<file path="config.mk">
export PLATFORM = sky130hd
export DESIGN_NAME = uart_tx_fifo
export DESIGN_NICKNAME = d
export VERILOG_FILES = /design/src/rtl/uart_pkg.sv /design/src/rtl/uart_fifo.sv /design/src/rtl/uart_tx_fifo.sv
export SDC_FILE = /design/constraint.sdc
export NUM_CORES = 1
export LEC_CHECK = 0
export ABC_AREA = 1
export CORE_MARGIN = 3
export CORE_UTILIZATION = 45
export CTS_CLUSTER_DIAMETER = 100
export DETAILED_ROUTE_END_ITERATION = 10
export GPL_TIMING_DRIVEN = 0
export PLACE_DENSITY_LB_ADDON = 0.08
export SKIP_CTS_REPAIR_TIMING = 1
export SYNTH_ARGS = -nofsm -noshare
export SYNTH_HDL_FRONTEND = slang
export SYNTH_SLANG_ARGS = --single-unit
</file>
<file path="constraint.sdc">
create_clock -name clk -period 3.4 [get_ports clk]
set_clock_uncertainty 0.05 [all_clocks]
set_input_delay 1.02 -clock clk [delete_from_list [all_inputs] [get_ports clk]]
set_output_delay 1.02 -clock clk [all_outputs]
set_load 0.02 [all_outputs]
</file>
<file path="src/rtl/uart_pkg.sv">
// rtl/uart_pkg.sv - shared types and helpers for the parametrised UART transmitter
package uart_pkg;

   typedef enum logic [1:0] {
      PAR_NONE = 2'd0,
      PAR_EVEN = 2'd1,
      PAR_ODD  = 2'd2
   } parity_e;

   typedef enum logic [2:0] {
      ST_IDLE,
      ST_START,
      ST_DATA,
      ST_PARITY,
      ST_STOP
   } tx_state_e;

   function automatic int frame_clks(input int data_bits, input int clks_per_bit,
                                     input int parity, input int stop_bits);
      return (1 + data_bits + ((parity != 0) ? 1 : 0) + stop_bits) * clks_per_bit;
   endfunction

endpackage

</file>
<file path="src/rtl/uart_fifo.sv">
// rtl/uart_fifo.sv - synchronous FIFO with occupancy count, no bypass paths
module uart_fifo #(
   parameter int WIDTH = 8,
   parameter int DEPTH = 4
) (
   input  logic                       clk,
   input  logic                       rst,
   input  logic                       push_i,
   input  logic [WIDTH-1:0]           data_i,
   input  logic                       pop_i,
   output logic [WIDTH-1:0]           data_o,
   output logic                       full_o,
   output logic                       empty_o,
   output logic [$clog2(DEPTH):0]     level_o
);

   localparam int AW = $clog2(DEPTH);
   localparam int LW = AW + 1;

   logic [WIDTH-1:0] mem_q [DEPTH];
   logic [AW-1:0]    wr_ptr_q, wr_ptr_d;
   logic [AW-1:0]    rd_ptr_q, rd_ptr_d;
   logic [LW-1:0]    count_q, count_d;
   logic             push_ok, pop_ok;

   assign full_o  = (count_q == LW'(DEPTH));
   assign empty_o = (count_q == '0);
   assign level_o = count_q;
   assign data_o  = mem_q[rd_ptr_q];

   // A full FIFO refuses pushes even when a pop frees a slot in the same cycle.
   assign push_ok = push_i && !full_o;
   assign pop_ok  = pop_i && !empty_o;

   always_comb begin
      wr_ptr_d = push_ok ? wr_ptr_q + AW'(1) : wr_ptr_q;
      rd_ptr_d = pop_ok  ? rd_ptr_q + AW'(1) : rd_ptr_q;
      count_d  = count_q;
      if (push_ok && !pop_ok) begin
         count_d = count_q + LW'(1);
      end else if (pop_ok && !push_ok) begin
         count_d = count_q - LW'(1);
      end
   end

   always_ff @(posedge clk) begin
      if (rst) begin
         wr_ptr_q <= '0;
         rd_ptr_q <= '0;
         count_q  <= '0;
      end else begin
         wr_ptr_q <= wr_ptr_d;
         rd_ptr_q <= rd_ptr_d;
         count_q  <= count_d;
      end
   end

   always_ff @(posedge clk) begin
      if (push_ok && !rst) begin
         mem_q[wr_ptr_q] <= data_i;
      end
   end

endmodule

</file>
<file path="src/rtl/uart_tx_fifo.sv">
// rtl/uart_tx_fifo.sv - FIFO-buffered UART transmitter with configurable framing
module uart_tx_fifo #(
   parameter int DATA_BITS    = 8,
   parameter int CLKS_PER_BIT = 25,
   parameter int PARITY       = 0,
   parameter int STOP_BITS    = 1,
   parameter int FIFO_DEPTH   = 4
) (
   input  logic                          clk,
   input  logic                          rst,
   input  logic [DATA_BITS-1:0]          in_data,
   input  logic                          in_valid,
   output logic                          in_ready,
   output logic                          tx,
   output logic                          busy,
   output logic [$clog2(FIFO_DEPTH):0]   level
);

   import uart_pkg::*;

   localparam int CW      = (CLKS_PER_BIT > 1) ? $clog2(CLKS_PER_BIT) : 1;
   localparam bit HAS_PAR = (PARITY != int'(PAR_NONE));
   localparam bit ODD_PAR = (PARITY == int'(PAR_ODD));

   if (DATA_BITS < 5 || DATA_BITS > 8) begin : g_bad_data_bits
      $error("uart_tx_fifo: DATA_BITS must be 5..8");
   end
   if (CLKS_PER_BIT < 2) begin : g_bad_clks_per_bit
      $error("uart_tx_fifo: CLKS_PER_BIT must be >= 2");
   end
   if (PARITY < 0 || PARITY > 2) begin : g_bad_parity
      $error("uart_tx_fifo: PARITY must be 0, 1 or 2");
   end
   if (STOP_BITS < 1 || STOP_BITS > 2) begin : g_bad_stop_bits
      $error("uart_tx_fifo: STOP_BITS must be 1 or 2");
   end
   if (FIFO_DEPTH < 2 || (FIFO_DEPTH & (FIFO_DEPTH - 1)) != 0) begin : g_bad_fifo_depth
      $error("uart_tx_fifo: FIFO_DEPTH must be a power of two >= 2");
   end

   tx_state_e            state_q, state_d;
   logic [CW-1:0]        cnt_q, cnt_d;
   logic [2:0]           bit_idx_q, bit_idx_d;
   logic [DATA_BITS-1:0] shreg_q, shreg_d;
   logic                 par_q, par_d;
   logic                 tx_q, tx_d;
   logic                 pop, load, bit_end;
   logic                 fifo_full, fifo_empty;
   logic [DATA_BITS-1:0] fifo_data;

   uart_fifo #(
      .WIDTH (DATA_BITS),
      .DEPTH (FIFO_DEPTH)
   ) u_fifo (
      .clk     (clk),
      .rst     (rst),
      .push_i  (in_valid),
      .data_i  (in_data),
      .pop_i   (pop),
      .data_o  (fifo_data),
      .full_o  (fifo_full),
      .empty_o (fifo_empty),
      .level_o (level)
   );

   assign bit_end  = (cnt_q == CW'(CLKS_PER_BIT - 1));
   assign in_ready = !fifo_full;
   assign tx       = tx_q;
   assign busy     = (state_q != ST_IDLE) || !fifo_empty;

   always_comb begin
      state_d   = state_q;
      cnt_d     = bit_end ? '0 : cnt_q + CW'(1);
      bit_idx_d = bit_idx_q;
      shreg_d   = shreg_q;
      par_d     = par_q;
      tx_d      = tx_q;
      pop       = 1'b0;
      load      = 1'b0;

      case (state_q)
         ST_IDLE: begin
            cnt_d = '0;
            load  = !fifo_empty;
         end
         ST_START: begin
            if (bit_end) begin
               state_d   = ST_DATA;
               bit_idx_d = '0;
               tx_d      = shreg_q[0];
               shreg_d   = shreg_q >> 1;
            end
         end
         ST_DATA: begin
            if (bit_end) begin
               if (bit_idx_q == 3'(DATA_BITS - 1)) begin
                  bit_idx_d = '0;
                  if (HAS_PAR) begin
                     state_d = ST_PARITY;
                     tx_d    = par_q;
                  end else begin
                     state_d = ST_STOP;
                     tx_d    = 1'b1;
                  end
               end else begin
                  bit_idx_d = bit_idx_q + 3'd1;
                  tx_d      = shreg_q[0];
                  shreg_d   = shreg_q >> 1;
               end
            end
         end
         ST_PARITY: begin
            if (bit_end) begin
               state_d   = ST_STOP;
               bit_idx_d = '0;
               tx_d      = 1'b1;
            end
         end
         ST_STOP: begin
            if (bit_end) begin
               if (bit_idx_q == 3'(STOP_BITS - 1)) begin
                  // Chain straight into the next start bit when a word is waiting.
                  if (!fifo_empty) begin
                     load = 1'b1;
                  end else begin
                     state_d   = ST_IDLE;
                     bit_idx_d = '0;
                     tx_d      = 1'b1;
                  end
               end else begin
                  bit_idx_d = bit_idx_q + 3'd1;
               end
            end
         end
         default: begin
            state_d = ST_IDLE;
            tx_d    = 1'b1;
         end
      endcase

      if (load) begin
         pop       = 1'b1;
         shreg_d   = fifo_data;
         par_d     = ODD_PAR ? ~^fifo_data : ^fifo_data;
         tx_d      = 1'b0;
         state_d   = ST_START;
         cnt_d     = '0;
         bit_idx_d = '0;
      end
   end

   always_ff @(posedge clk) begin
      if (rst) begin
         state_q   <= ST_IDLE;
         cnt_q     <= '0;
         bit_idx_q <= '0;
         shreg_q   <= '0;
         par_q     <= 1'b0;
         tx_q      <= 1'b1;
      end else begin
         state_q   <= state_d;
         cnt_q     <= cnt_d;
         bit_idx_q <= bit_idx_d;
         shreg_q   <= shreg_d;
         par_q     <= par_d;
         tx_q      <= tx_d;
      end
   end

endmodule

</file>
---- After elaboration in Yosys (flattened, before gate mapping) ----
Memory sizes are Yosys's and may differ from the RTL's. A register that Yosys moved wholly into a read port is not among the register bits.
Cells that the tools add are included.
storage, ports and cells
  flip-flop bits (word level) ............. 27
  latch bits .............................. 0
  RAM bits ................................ 32
  memory bits (read-only) ................. 0
  output and inout port bits .............. 6
  word-level logic and storage cells ...... 108
  memories ................................ 1
operators by class
  add/subtract/negate cells ............... 6
  multipliers ............................. 0
  divide/modulo/power cells ............... 0
  $lt $le $gt $ge ......................... 0
  equality and inequality tests ........... 25
  shifts and indexed selects .............. 0
  muxes and demuxes ....................... 40
  bitwise gates (word level) .............. 1
  reductions and logical operators ........ 26
memories
  memory        words  bits a word  read ports  clocked after Yosys merged registers in  wr ports  line             RTL
  u_fifo.mem_q  4      8            1           1                                        1         uart_fifo.sv:20  logic [WIDTH-1:0] mem_q [DEPTH];
operators with widths
  kind                                            number
  2-to-1 mux 3 bit                                14
  2-to-1 mux 8 bit                                4
  != test 3 bit (second input constant)           9
  != test 2 bit (second input constant)           8
  one-hot mux 8 bit (2 select lines)              1
  AND reduction 8 bit                             2
  2-to-1 mux 1 bit                                15
  one-hot mux 3 bit (5 select lines)              1
  == test 3 bit (second input constant)           3
  zero test 3 bit                                 3
  one-hot mux 3 bit (3 select lines)              1
  nonzero test 3 bit                              3
  AND reduction 7 bit                             1
  adder 3 x 1 -> 3 bit (second input constant)    2
  == test 3 x 2 -> 1 bit (second input constant)  2
  adder 5 x 1 -> 5 bit (second input constant)    1
  == test 5 bit (second input constant)           1
  logical AND 1 bit                               5
  zero test 1 bit                                 5
  one-hot mux 1 bit (5 select lines)              1
  AND reduction 5 bit                             1
  adder 2 x 1 -> 2 bit (second input constant)    2
  2-to-1 mux 2 bit                                2
  AND reduction 4 bit                             1
  9 further kinds                                 10

---- Longest topological paths before layout ----
  depth after elaboration ................. 10
  mapped depth ............................ 14

---- By module ----
A second synthesis with hierarchy kept.
second synthesis, totals
  cells, all modules ...................... 331
  area total of the unflattened synthesis .. 2895.3 sq um
modules (own cells, without submodules)
  module        times used  cells an instance  area an instance (sq um)  sequential area each (sq um)
  uart_fifo     1           147                1716.6                    1141.1
  uart_tx_fifo  1           184                1178.6                    400.4

---- Worst setup path before layout ----
OpenSTA, ideal clock, no wires.
  kind .................................... input port to flip-flop
  from .................................... in in_valid
  to ...................................... reg u_fifo.count_q[2] (netlist: u_fifo.level_o[2])
  library setup time ...................... 0.122 ns
  data arrival time ....................... 2.143 ns
  required time ........................... 3.228 ns
  setup slack ............................. 1.085 ns
  stages on the path ...................... 9
  path buffers ............................ 0
  path through ............................ nand2_1 inv_1 ha_1 inv_1 fa_1 a21oi_1 o21ai_0 o21ai_0 a21oi_1
on the way
  word-level cells in the longest chain between the ends .. 4
  elaborated cells on any way between the ends .. 6
  classes of those cells .................. mux: 1; reduce/logical: 5
ends and longest elaborated chain
  item                                 line                RTL
  from (decl)                          uart_tx_fifo.sv:12  input logic in_valid,
  logical AND 1 bit *                  uart_fifo.sv:32     assign push_ok = push_i && !full_o;
  net u_fifo.push_ok                   uart_fifo.sv:24     logic push_ok, pop_ok;
  zero test 1 bit                      uart_fifo.sv:41     end else if (pop_ok && !push_ok) begin
  logical AND 1 bit                    uart_fifo.sv:41
  nonzero test 2 bit (no source line)  n/a
  to (signal assigned)                 uart_fifo.sv:54     count_q <= count_d;
  to (decl)                            uart_fifo.sv:23     logic [LW-1:0] count_q, count_d;
The timed path passes the listed nets; every way through them passes the cells marked *.
A chain may end at the register's enable or synchronous reset.

---- Final worst setup path ----
  from .................................... reg u_fifo.count_q[0] (netlist: u_fifo.level_o[0])
  to ...................................... out busy
on the way
  word-level cells in the longest chain between the ends .. 3
ends and longest elaborated chain
  item              line                RTL
  zero test 3 bit   uart_fifo.sv:27     assign empty_o = (count_q == '0);
  zero test 1 bit   uart_tx_fifo.sv:69  assign busy = (state_q != ST_IDLE) || !fifo_empty;
  logical OR 1 bit  uart_tx_fifo.sv:69
  to (decl)         uart_tx_fifo.sv:15  output logic busy,
Every way passes these cells.

==> results.sh <==
export IMPL_vias=2119
export IMPL_grt_max_degree=12
export IMPL_chipHeight_um=85.7
export IMPL_vias_per_cell=4.97
export IMPL_final_area_mm2=0.00330
export IMPL_gp_congestion=0.834
export IMPL_grt_pass1_vias=2055
export IMPL_hold_viol_final=0
export IMPL_synth_seq_cells=61
export IMPL_die_area_mm2=0.00734
export IMPL_synth_nets=341
export IMPL_core_mm2=0.00603
export IMPL_synthCells=319
export IMPL_io_buffers=16
export IMPL_rows=28
export IMPL_n_antenna_cell=0
export IMPL_tns_ns=0
export IMPL_yosysWarnings=0
export IMPL_slew_headroom_pct=47.6
export IMPL_ff2ff_path_depth=14
export IMPL_numCtsBuffers=9
export IMPL_die_width_um=85.7
export IMPL_antenna_found_initial=0
export IMPL_htreeDepth=3
export IMPL_syn_area_per_cell_um2=8.96
export IMPL_min_path_type="flop to flop"
export IMPL_placed_area_mm2=0.00311
export IMPL_syn_area_mm2=0.00286
export IMPL_track_usage_pct=16.7
export IMPL_rsz0062_at_grt="no"
export IMPL_clkTransAtPathRegs_ns=0.07
export IMPL_peakVddDrop_uv=418
export IMPL_cp_start_kind="flop"
export IMPL_setup_violations=0
export IMPL_cp_end_kind="output port"
export IMPL_drt_pass1_iterations=4
export IMPL_layout_drive_gt1_share_pct=10.8
export IMPL_antenna_left=0
export IMPL_crit_fanout=5
export IMPL_synthTopCellsByArea="edfxtp_1, dfxtp_1, nor2_1, nand2_1, o21ai_0"
export IMPL_layout_common_cells="nor2_1, nand2_1, inv_1, edfxtp_1, dfxtp_1"
export IMPL_yosys_area_top_type_share_pct=33.6
export IMPL_final_util_pct=54.8
export IMPL_p_leak_nw=1.33
export IMPL_synth_largest_area_cell="edfxtp_1"
export IMPL_arrival_ns=1.76
export IMPL_final_common_cell="nor2_1"
export IMPL_cts_sinks=61
export IMPL_start_util_pct=47.4
export IMPL_clock_latency_ns=0.33
export IMPL_grt_pass1_wl_mm=9.59
export IMPL_finalCritPeriodShare_pct=83.3
export IMPL_drv_slew=0
export IMPL_grt_ovfl_total=0
export IMPL_max_slew_worst_pin_slew_ns=0.784
export IMPL_seq_area_frac_synth_pct=53.9
export IMPL_crit_type="flop to output port"
export IMPL_maxClockFrequency_ghz=0.353
export IMPL_clock_path_buffers=2
export IMPL_dp_hpwl_mm=3.83
export IMPL_status="completed"
export IMPL_routed_wl_mm=5.47
export IMPL_synth_distinct_cells=28
export IMPL_cp_required_ns=2.33
export IMPL_root_buffer="clkbuf_8"
export IMPL_nNetsFinal=368
export IMPL_drcViolationCount=0
export IMPL_wl_per_cell_um=12.8
export IMPL_ios=17
export IMPL_fin_crit_ns=2.83
export IMPL_powerDensity_mw_per_mm2=800
export IMPL_cts_tree="yes"
export IMPL_hold_path_depth=1
export IMPL_area_delta_synth_final_pct=15.6
export IMPL_drtIter0Drc=69
export IMPL_max_cap_violations=0
[metrics by stage]
stage	total power, W	hold slack, ns	cells	setup slack (ns)
floorplan	0.00177	0.380	319	1.09
global placement	0.00203	0.395	410	0.507
detailed placement	0.00205	0.404	410	0.438
CTS	0.00267	0.419	426	0.528
global route	0.00288	0.457	426	0.403
finish	0.00264	0.410	426	0.569
[cell type report]
type	count	area, um^2
fill	571	2720
sequential	61	1540
multi-input combinational	212	1130
timing repair buffer	16	160
inverter	40	150
clock buffer	10	128
tap	75	93.8
clock inverter	6	63.8
buffer	6	38.8
[layer usage]
layer  track usage [%]  vias up  part of all wire (%)
li1                  -     1121                     -
met1              21.4      965                    47
met2              27.3       31                    49
met3              5.00        2                   3.4
met4              5.32        0                  0.53
met5                 0        -                     0
[synthesized netlist by cell type (all sizes together)]
library cell	number
o22ai	8
clkinv	2
inv	38
nor2	59
edfxtp	32
dfxtp	29
nand4	14
ha	10
clkbuf	1
o21ai	28
nand3	21
fa	1
xor2	2
nand2	55
buf	5
xnor2	1
a21oi	13
[logic make-up after synthesis]
| kind of cell | share of synthesized area (%) |
|---|---|
| XOR/XNOR | 0.920 |
| flip-flops | 53.9 |
| AND/OR/NAND/NOR | 24.4 |
| adder cells (fa/ha/maj) | 5.08 |
| buffers and inverters | 6.61 |
| AO/OA/AOI/OAI | 9.06 |
[final timing paths]
check	start	endpoint	slack, ns
max	u_fifo.level_o[0]	busy	0.57
min	cnt_q[0]	cnt_q[0]	0.41
max reg2reg	bit_idx_q[0]	u_fifo.level_o[2]	0.89
min reg2reg	cnt_q[0]	cnt_q[0]	0.41
[report_power, final]
part	leakage (nW)	total, W	switching [W]	internal [W]
clock	0.0939	0.000615	0.000278	0.000337
sequential	0.529	0.000961	0.0000771	0.000884
combinational	0.712	0.00107	0.000669	0.000398
[sequential cells by signal, indices dropped and copies added, names as in the netlist, named ones only]
name and cells:
shreg_q 8, u_fifo.level_o 3, state_q 3, tx 1, u_fifo.mem_q 32, bit_idx_q 3
cnt_q 5, u_fifo.rd_ptr_q 2, u_fifo.wr_ptr_q 2
[worst max-delay path: stages, from the launching register on]
cell,delay (ns)
dfxtp_1,0.36
nor2_2,0.21
nand2_1,0.13
inv_1,0.12
nand2_1,0.07
clkdlybuf4s50_1,0.54
Note: power is estimated with default switching activity, not from simulation.
==> variant 1, RTL diff (same flow settings) <==
`FIFO_DEPTH`: 4 -> 8.
--- a/src/rtl/uart_tx_fifo.sv
+++ b/src/rtl/uart_tx_fifo.sv
@@ -6,3 +6,3 @@
    parameter int STOP_BITS    = 1,
-   parameter int FIFO_DEPTH   = 4
+   parameter int FIFO_DEPTH   = 8
 ) (
Interface: changed (resized level); port bits go from 17 to 18. The function was not compared with the original's and may differ.
==> variant 1 against the unedited design <==
Die area rose by 48%. Power increased by 42%. Area after synthesis is 52% higher. Worst setup slack got worse by 0.16 ns. Sequential cell count is 36 higher. Wire length increased by 66%. Design area increased by 49%. Non-clock buffer count increased by 9. Largest cell class unchanged. Highest routed layer unchanged.
==> variant 1: results (changes against the unedited design) <==
* Biggest regs: u_fifo.mem_q (64), shreg_q (8), cnt_q (5) (was u_fifo.mem_q (32), shreg_q (8), cnt_q (5))
* Peak supply drop at 0.0003147 V (was 0.0004181 V)
* Reg with most FFs: u_fifo.mem_q (unchanged)
* Routed length on met2 at 4.315 mm (was 2.659 mm)
* Leakage at 0.001952 uW (was 0.001334 uW)
* Wire length on met3 at 480 um (was 187 um)
* Layout cells sized above 1 at 11.09% (was 10.83%)
* Post-Syn Nets at 485 (was 341)
* Commonest cells in the netlist: nand2_1 (125), edfxtp_1 (64), nand3_1 (60) (was nor2_1 (55), nand2_1 (49), inv_1 (33))
* Global-route usage over all layers at 17.96% (was 16.72%)
* Worst-skew pair later-pin latency at 0.36 ns (was 0.33 ns)
* GR Util met1 at 25.85% (was 21.38%)
* Clock power frac at 22.2% (was 23.3%)
* CP peak stage delay at 0.59 ns (was 0.54 ns)
* Status: finished, final reports clean (unchanged)
* Mapped Cells at 463 (was 319)
* Synth Area in Adders at 3.334% (was 5.079%)
* Int Pwr at 2320 uW (was 1618 uW)
* Vias at 3099 (was 2119)
* Number of global-route vias before repair at 3043 (was 2055)
* Post-placement cell count at 609 (was 410)
* Wl on met1 at 4.256 mm (was 2.588 mm)
* Largest net degree at the start of global routing at 18 (was 12)
* CP arrival at 1.92 ns (was 1.76 ns)
* Post-synthesis sequential area ratio at 59.33% (was 53.94%)
* Post-Synth XOR/XNOR Area at 1.006% (was 0.9194%)
* Detailed Route WL at 9.068 mm (was 5.465 mm)
* Distinct cell type count after synthesis at 32 (was 28)
* Port Buf Inserts at 17 (was 16)
* Post-DP HPWL at 6.173 mm (was 3.831 mm)
* Global-route wire length before repair at 15.46 mm (was 9.591 mm)
* Routability cong. at 0.8042 (was 0.8342)
* DRT iter0 DRCs at 217 (was 69)
* Place WS at -0.1657 ns (was 0.4385 ns)
* Met3 layer usage reported by global route at 2.669% (was 4.995%)
* Combinational Power at 1460 uW (was 1070 uW)
* Met2 usage at 27.72% (was 27.26%)
variant 1: cell count changes after synthesis, moves of 4 or more:
cell | before | now
nand2_1 | 49 | 125
o21ai_0 | 27 | 14
nor3_1 | 0 | 4
edfxtp_1 | 32 | 64
nand4_1 | 14 | 1
inv_1 | 33 | 38
nand3_1 | 18 | 60
dfxtp_1 | 29 | 33
o22ai_1 | 8 | 1
variant 1: path summary, 6_finish.rpt:
kind         slack, ns              start           endpoint  depth (start not counted)
min               0.43           cnt_q[0]           cnt_q[0]                          1
max               0.41  u_fifo.level_o[0]               busy                          5
min reg2reg       0.43           cnt_q[0]           cnt_q[0]                          1
max reg2reg       0.53  u_fifo.level_o[0]  u_fifo.level_o[3]                         15
variant 1: cell type report:
cell class              instances  area [sq um]
multi-input cells             310          1555
repair buffers                 17         170.2
clock buffers                   9         123.9
inverters                      42         157.7
fillers                       908          4395
plain buffers                  14         80.08
flip-flops and latches         97          2582
clock inverters                 7         101.3
well taps                     129         161.4
==> variant 2, RTL diff (same flow settings) <==
Made on the original files. Encoding of `tx_state_e`: now Gray code (3 bits for 5 states).
--- a/src/rtl/uart_pkg.sv
+++ b/src/rtl/uart_pkg.sv
@@ -10,7 +10,7 @@
    typedef enum logic [2:0] {
-      ST_IDLE,
-      ST_START,
-      ST_DATA,
-      ST_PARITY,
-      ST_STOP
+      ST_IDLE   = 3'b000,
+      ST_START  = 3'b001,
+      ST_DATA   = 3'b011,
+      ST_PARITY = 3'b010,
+      ST_STOP   = 3'b110
    } tx_state_e;
Formal check against the unedited RTL: no difference found for any inputs over 10 cycles, from zero or initial values and one cycle with rst high; not proved beyond that.
==> variant 2 against the unedited design <==
Count of clock-buffer cells in the layout down 1. Area after synthesis grew 0.74%. Sequential power up 2%. Power grew 12%. Design area rose by 1.1%. Die area rose by 0.69%. Wire length fell by 1.0%. Worst setup slack worse by 0.11 ns. Sequential cell count unchanged. Cell count shrank 0.70%. Clock power grew 6.5%. Critical path depth up 5.
==> variant 2: results (changes against the unedited design) <==
* Status: finished, final reports clean (unchanged)
* Place WS at 0.4273 ns (was 0.4385 ns)
* Global-route wire length before repair at 9.390 mm (was 9.591 mm)
* Compound-Gate Fraction of Synth Area at 9.213% (was 9.063%)
* Met2 usage at 25.65% (was 27.26%)
* Routability cong. at 0.7599 (was 0.8342)
* Seq group at 978 uW (was 961 uW)
* Layout cells sized above 1 at 14.08% (was 10.83%)
* Global-route usage over all layers at 16.79% (was 16.72%)
* Pwr Density at 882.4 nW/um^2 (was 799.8 nW/um^2)
* CP Max Fanout at 10 (was 5)
* Int Pwr at 1729 uW (was 1618 uW)
* Post-DP HPWL at 3.688 mm (was 3.831 mm)
* Leakage at 0.001369 uW (was 0.001334 uW)
* Mapped Cells at 316 (was 319)
* CP peak stage delay at 0.34 ns (was 0.54 ns)
* GR Util met1 at 21.85% (was 21.38%)
* Commonest cells in the netlist: nand2_1 (61), nor2_1 (46), inv_1 (38) (was nor2_1 (55), nand2_1 (49), inv_1 (33))
* Initial antenna violation count at 0 (unchanged)
* # fillers at 571 (unchanged)
* Number of global-route vias before repair at 1979 (was 2055)
* Distinct cell type count after synthesis at 31 (was 28)
* Post-Synth XOR/XNOR Area at 0.9126% (was 0.9194%)
* Power Total at 2948 uW (was 2642 uW)
* Post-Syn Nets at 338 (was 341)
* Root Buffer: clkbuf_8 (unchanged)
* Largest net degree at the start of global routing at 14 (was 12)
* Vias at 2083 (was 2119)
* Slew HR at 45.18% (was 47.57%)
* Combinational Power Share at 44.6% (was 40.4%)
* Worst-skew pair later-pin latency at 0.34 ns
* Post-synthesis sequential area ratio at 53.54% (was 53.94%)
* Post-placement cell count at 407 (was 410)
* Synth area leaders: edfxtp_1 (33%), dfxtp_1 (20%), nand2_1 (8.0%) (was edfxtp_1 (34%), dfxtp_1 (20%), nor2_1 (7.2%))
* CP arrival at 1.87 ns (was 1.76 ns)
* Cell family with most CP delay: simple AND/OR/NAND/NOR gates (was buffers and inverters)
* Peak supply drop at 0.0003979 V (was 0.0004181 V)
* Wire length on met3 at 151 um (was 187 um)
* Met3 layer usage reported by global route at 4.707% (was 4.995%)
* Nets@finish at 365 (was 368)
* Routed length per instance at 12.79 um (was 12.83 um)
* Critical Path Slowest Stage Cell: dfxtp_1 (was clkdlybuf4s50_1)
* Max layer used: met4 (unchanged)
* DRT iter0 DRCs at 36 (was 69)
* Wl on met1 at 2.646 mm (was 2.588 mm)
* Routed length on met2 at 2.500 mm (was 2.659 mm)
* Synth Area in Adders at 5.041% (was 5.079%)
* Non-Filler Instances at 423 (was 426)
* Placed Area at 3133 sq um (was 3112 sq um)
==> variant 2: cell types whose count changed in the layout (fill, tap and decap cells not counted), sizes merged <==
cell / change
dlymetal6s2s: +1
clkbuf: -1
inv: +9
nand3: -9
nand2: +18
nor2: -8
buf: -1
a21boi: +1
clkdlybuf4s50: -1
clkinv: -3
o21ai: -1
nand4: -8
==> variant 2: final timing paths <==
| kind | from | end | slack, ns | cells past startpoint |
|---|---|---|---|---|
| setup / recovery | cnt_q[0] | busy | 0.46 | 10 |
| hold / removal | shreg_q[7] | shreg_q[7] | 0.41 | 2 |
| setup reg to reg | cnt_q[0] | u_fifo.level_o[2] | 0.95 | 15 |
| hold reg to reg | shreg_q[7] | shreg_q[7] | 0.41 | 2 |
==> variant 2: area by class of cell <==
class	instances	area share (%)
Sequential cell	61	46.14
Tap cell	75	2.809
Inverter	45	5.131
Clock inverter	7	2.434
Clock buffer	9	3.708
Buffer	5	1.348
Multi-Input combinational cell	205	33.56
Timing Repair Buffer	16	4.869
